===== config.mk =====
export PLATFORM = sky130hd
export DESIGN_NAME = ldpc_cnu_serial
export DESIGN_NICKNAME = d
export VERILOG_FILES = /design/src/rtl/ldpc_cnu_serial.sv
export SDC_FILE = /design/constraint.sdc
export NUM_CORES = 1
export LEC_CHECK = 0
export CORE_UTILIZATION = 58
export CTS_CLUSTER_DIAMETER = 30
export DETAILED_ROUTE_END_ITERATION = 10
export PLACE_DENSITY = 0.81
export SYNTH_ARGS = -nofsm -noshare
export SYNTH_HDL_FRONTEND = slang
export SYNTH_SLANG_ARGS = --single-unit
export TNS_END_PERCENT = 30

===== constraint.sdc =====
create_clock -name clk -period 3.9 [get_ports clk]
set_input_delay 0.39 -clock clk [delete_from_list [all_inputs] [get_ports clk]]
set_output_delay 0.39 -clock clk [all_outputs]
set_load 0.01 [all_outputs]

===== src/rtl/ldpc_cnu_serial.sv =====
// Serial min-sum LDPC check-node unit: collects deg messages, then emits deg extrinsic replies.
// Define LDPC_CNU_OFFSET_EN for offset min-sum (adds beta port); default is normalized (0.75).
module ldpc_cnu_serial #(
  parameter int MSG_WIDTH = 6,
  parameter int MAX_DEG   = 32,
  parameter int DEG_W     = $clog2(MAX_DEG) + 1,
  parameter int IDX_W     = $clog2(MAX_DEG)
) (
  input  logic                 clk,
  input  logic                 rst,
  input  logic                 start,
  input  logic [DEG_W-1:0]     deg,
  input  logic                 in_valid,
  output logic                 in_ready,
  input  logic [MSG_WIDTH-1:0] in_msg,
  output logic                 out_valid,
  input  logic                 out_ready,
  output logic [MSG_WIDTH-1:0] out_msg,
  output logic [IDX_W-1:0]     out_idx,
  output logic                 busy,
  output logic                 deg_err
`ifdef LDPC_CNU_OFFSET_EN
  ,
  input  logic [MSG_WIDTH-2:0] beta
`endif
);

  localparam int MAG_W = MSG_WIDTH - 1;
  localparam logic [MAG_W-1:0] LP_MAG_MAX = '1;
  localparam logic [DEG_W-1:0] LP_DEG_MIN = DEG_W'(2);
  localparam logic [DEG_W-1:0] LP_DEG_MAX = DEG_W'(MAX_DEG);

  typedef enum logic [1:0] {StIdle, StCollect, StEmit} state_e;

  state_e           r_state;
  state_e           w_state_next;
  logic [DEG_W-1:0] r_deg;
  logic [DEG_W-1:0] r_cnt;
  logic [MAG_W-1:0] r_min1;
  logic [MAG_W-1:0] r_min2;
  logic [IDX_W-1:0] r_idx1;
  logic             r_sign_total;
  logic             r_deg_err;
  logic             r_sign [MAX_DEG];

  logic                 w_deg_ok;
  logic                 w_start_ok;
  logic                 w_start_bad;
  logic                 w_in_hs;
  logic                 w_out_hs;
  logic                 w_last;
  logic [IDX_W-1:0]     w_idx;
  logic [MSG_WIDTH-1:0] w_abs;
  logic [MAG_W-1:0]     w_in_mag;
  logic [MAG_W-1:0]     w_raw;
  logic [MAG_W-1:0]     w_mag_out;
  logic [MSG_WIDTH-1:0] w_out_pos;
  logic                 w_out_neg;

  assign w_deg_ok    = (deg >= LP_DEG_MIN) && (deg <= LP_DEG_MAX);
  assign w_start_ok  = (r_state == StIdle) && start && w_deg_ok;
  assign w_start_bad = (r_state == StIdle) && start && !w_deg_ok;
  assign w_in_hs     = (r_state == StCollect) && in_valid;
  assign w_out_hs    = (r_state == StEmit) && out_ready;
  assign w_last      = (r_cnt == (r_deg - DEG_W'(1)));
  assign w_idx       = r_cnt[IDX_W-1:0];

  // Only the most-negative input leaves the top bit of w_abs set; saturate it.
  always_comb begin
    w_abs    = in_msg[MSG_WIDTH-1] ? -in_msg : in_msg;
    w_in_mag = w_abs[MSG_WIDTH-1] ? LP_MAG_MAX : w_abs[MAG_W-1:0];
  end

  assign w_raw = (w_idx == r_idx1) ? r_min2 : r_min1;

`ifdef LDPC_CNU_OFFSET_EN
  assign w_mag_out = (w_raw > beta) ? (w_raw - beta) : '0;
`else
  logic [MAG_W+1:0] w_mul3;
  assign w_mul3    = {2'b00, w_raw} + {1'b0, w_raw, 1'b0};
  assign w_mag_out = MAG_W'(w_mul3 >> 2);
`endif

  assign w_out_pos = {1'b0, w_mag_out};
  assign w_out_neg = r_sign_total ^ r_sign[w_idx];

  assign in_ready  = (r_state == StCollect);
  assign out_valid = (r_state == StEmit);
  assign busy      = (r_state != StIdle);
  assign deg_err   = r_deg_err;
  assign out_msg   = (r_state != StEmit) ? '0 : (w_out_neg ? -w_out_pos : w_out_pos);
  assign out_idx   = (r_state == StEmit) ? w_idx : '0;

  always_ff @(posedge clk or posedge rst) begin
    if (rst) begin
      r_state <= StIdle;
    end else begin
      r_state <= w_state_next;
    end
  end

  always_comb begin
    w_state_next = r_state;
    case (r_state)
      StIdle:    if (w_start_ok) w_state_next = StCollect;
      StCollect: if (w_in_hs && w_last) w_state_next = StEmit;
      StEmit:    if (w_out_hs && w_last) w_state_next = StIdle;
      default:   w_state_next = StIdle;
    endcase
  end

  always_ff @(posedge clk or posedge rst) begin
    if (rst) begin
      r_deg        <= '0;
      r_cnt        <= '0;
      r_min1       <= LP_MAG_MAX;
      r_min2       <= LP_MAG_MAX;
      r_idx1       <= '0;
      r_sign_total <= 1'b0;
      r_deg_err    <= 1'b0;
    end else begin
      r_deg_err <= w_start_bad;
      case (r_state)
        StIdle: begin
          if (w_start_ok) begin
            r_deg        <= deg;
            r_cnt        <= '0;
            r_min1       <= LP_MAG_MAX;
            r_min2       <= LP_MAG_MAX;
            r_idx1       <= '0;
            r_sign_total <= 1'b0;
          end
        end
        StCollect: begin
          if (w_in_hs) begin
            r_cnt        <= w_last ? '0 : r_cnt + DEG_W'(1);
            r_sign_total <= r_sign_total ^ in_msg[MSG_WIDTH-1];
            // Strict compares keep the first index on ties.
            if (w_in_mag < r_min1) begin
              r_min2 <= r_min1;
              r_min1 <= w_in_mag;
              r_idx1 <= w_idx;
            end else if (w_in_mag < r_min2) begin
              r_min2 <= w_in_mag;
            end
          end
        end
        StEmit: begin
          if (w_out_hs) begin
            r_cnt <= w_last ? '0 : r_cnt + DEG_W'(1);
          end
        end
        default: ;
      endcase
    end
  end

  always_ff @(posedge clk) begin
    if (w_in_hs) begin
      r_sign[w_idx] <= in_msg[MSG_WIDTH-1];
    end
  end

endmodule


==> results.py <==
metrics = {
    "run_status": {
        "status": "finished clean",
    },
    "drt": {
        "avgRoutedWirePerCell_um": 16.69,
        "drcViolationCount": 0,
        "first_pass_iters": 4,
        "drt_iter0_markers": 256,
        "vias": 3338,
        "vias_per_cell": 6.091,
        "detail-route-antenna-nets": 0,
        "wirelength_mm": 9.147,
    },
    "clocking": {
        "cts_tree": "yes",
        "ctsHtreeMaxLevel": 3,
        "clkLatencyLatePin_ns": 0.34,
        "cts_setup_buffers": 0,
        "cts.path.max_buffers": 2,
        "cts-root-buf": "clkbuf_8",
        "cts_buffers": 9,
        "numClockSinks": 63,
        "clk_pin_slew_ns": 0.07,
    },
    "yosys": {
        "ys_seq_area_share_pct": 43.74,
        "synth_area_um2": 3999,
        "synth_edf_count": 32,
        "syn_nets": 458,
        "synth_top_cells_by_count": "nor2_1 (52), nand2_1 (33), edfxtp_1 (32), inv_1 (32), ha_1 (23)",
        "synth_area_leaders": "edfxtp_1 (24%), dfrtp_1 (13%), ha_1 (7.2%), dfstp_2 (6.6%), mux2i_1 (5.3%)",
        "synth.most_common_cell": "nor2_1",
        "synth_area_leader_cell": "edfxtp_1",
        "syn_inst": 417,
        "ys_warn_count": 0,
        "synthArstFlopShare_pct": 49.21,
        "synth.distinct_cells": 61,
        "syn_avg_cell_area_um2": 9.590,
        "ys_ff_latch": 63,
        "synthFlopType": "edfxtp_1",
        "synth_largest_type_area_fraction_pct": 24.03,
    },
    "timing": {
        "setup_ws_ns": 0.04585,
        "setup_viol": 0,
        "fin_skew_ns": 0.01213,
        "post-route-period-util_pct": 98.82,
        "fmax_ghz": 0.2595,
        "worst_pin_slew_ns": 0.9183,
        "drv_slew": 0,
        "rsz0062_at_grt": "yes",
        "max_slew_margin_pct": 37.92,
        "finalCriticalPeriod_ns": 3.854,
        "hold_viol_final": 0,
    },
    "global_routing": {
        "use_met1_pct": 37.34,
        "busiest_layer": "met2",
        "grt_overflow": 0,
        "met3_usage_pct": 5.642,
        "grt_pass1_wl_mm": 15.30,
        "grt_use_total_pct": 27.72,
        "grt_util_met2_pct": 44.87,
        "grt_max_degree": 32,
        "antenna_found_initial": 0,
        "grt_pass1_vias": 3213,
    },
    "placed_design": {
        "gp_congestion": 0.8644,
        "place_ws_ns": -0.1049,
        "dp_hpwl_mm": 6.537,
        "place.port_buffers": 31,
    },
    "floorplan": {
        "initial_core_util_pct": 61.57,
        "die_w_um": 85.04,
        "die_h_um": 85.04,
        "io_pins": 32,
        "die-area_um2": 7231,
        "core-area_um2": 6495,
        "rows": 29,
    },
    "worst_hold_path": {
        "hp-class": "in2async",
    },
    "critical_path": {
        "required_ns": 3.51,
        "path_max_fanout": 9,
        "regToRegSetupSlack_ns": 1.34,
        "cp.arrival_ns": 3.46,
        "r2r-start": "r_min1[2]",
        "start_kind": "flip-flop",
        "r2r_cells": 7,
        "end_kind": "primary output",
        "timing.rr.end": "r_min2[2]",
        "path_class": "reg2out",
    },
    "layout": {
        "fin_util_pct": 73.18,
        "syn_to_final_growth_pct": 18.87,
        "drive_gt1_share_pct": 15.07,
        "diodes": 0,
        "nets": 507,
    },
    "flow_run": {
        "maxCapViolations": 0,
    },
}
[repair_timing]
item	CTS	global route
pin swaps	1	5
setup endpoints to repair	5	5
hold buffers	0	0
resized for setup	16	14
[worst max-delay path by stage]
| stage | startpoint | endpoint | slack (ns) | cells past startpoint |
|---|---|---|---|---|
| after floorplan | r_cnt[4] | out_msg[3] | 0.1 | 14 |
| after global placement | r_idx1[2] | out_msg[3] | 0.02 | 14 |
| after detailed placement | r_idx1[2] | out_msg[3] | -0.10 | 13 |
| after CTS | r_idx1[2] | out_msg[3] | -0.001 | 13 |
| after global routing | r_cnt[2] | out_msg[3] | -0.06 | 13 |
| final | r_cnt[2] | out_msg[3] | 0.05 | 13 |
[cell type report]
type / instances / area [um^2]
multi-input combinational: 301 / 2079
fill: 462 / 1742
clock inverter: 6 / 85.08
timing repair buffer: 58 / 491.7
inverter: 33 / 123.9
sequential: 63 / 1749
tap: 77 / 96.34
clock buffer: 10 / 127.6
[worst max-delay path: stages (launching register included)]
cell and delay (ns):
dfrtp_1 0.39, xor2_1 0.18, or2_1 0.24, or2_4 0.28
a21o_1 0.22, ha_1 0.33, a21o_1 0.21, mux2_2 0.27
a41o_1 0.23, a211oi_2 0.20, nor3_1 0.12, o21a_1 0.19
nor3_2 0.14, clkbuf_2 0.15
[sequential cells by signal (all words and copies together), names as in the netlist]
name and cells:
r_idx1 5, r_state 2, r_min1 5, r_cnt 6, r_sign_total 1, r_sign 32, r_deg 6, r_min2 5
deg_err 1
[placed cells by master (no fill, tap or decap), types with 10 or more instances in the layout]
cell             instances
a21oi_1                 13
buf_4                   27
clkdlybuf4s50_1         26
dfrtp_1                 21
dfstp_2                 10
edfxtp_1                32
ha_1                    22
inv_1                   32
mux2i_1                 21
nand2_1                 33
nand3_1                 14
nor2_1                  52
o21ai_0                 15
o22ai_1                 10
xnor2_1                 12
[kinds of logic (layout without fill, tap and decap cells)]
logic type,Yosys count,count (layout),share of synthesized area [%]
mux,23,23,5.820
flops,63,63,43.74
compound gates,98,98,16.93
buf+inv,53,107,5.788
fa+ha+maj,24,24,7.697
simple gates,139,139,16.30
xor+xnor,17,17,3.723
[metal layers]
layer  part of all wire [%]  wire length [um]
met1                     44              4017
met2                     48              4434
met3                    5.7               517
met4                    1.9               178
met5                      0                 0
[through the flow]
stage                     setup TNS [ns]  std cells  hold WS [ns]  cell area [um^2]
after global routing            -0.09465        548        0.3832              4753
after CTS                      -0.001232        548        0.3529              4745
after detailed placement         -0.3348        532        0.5031              4501
after floorplan                        0        417        0.4764              3999
final                                  0        548        0.3473              4753
after global placement                 0        532        0.4954              4501
Power is not shown: default switching activity piles up to over one toggle a cycle in this logic, so the estimate is an artifact.
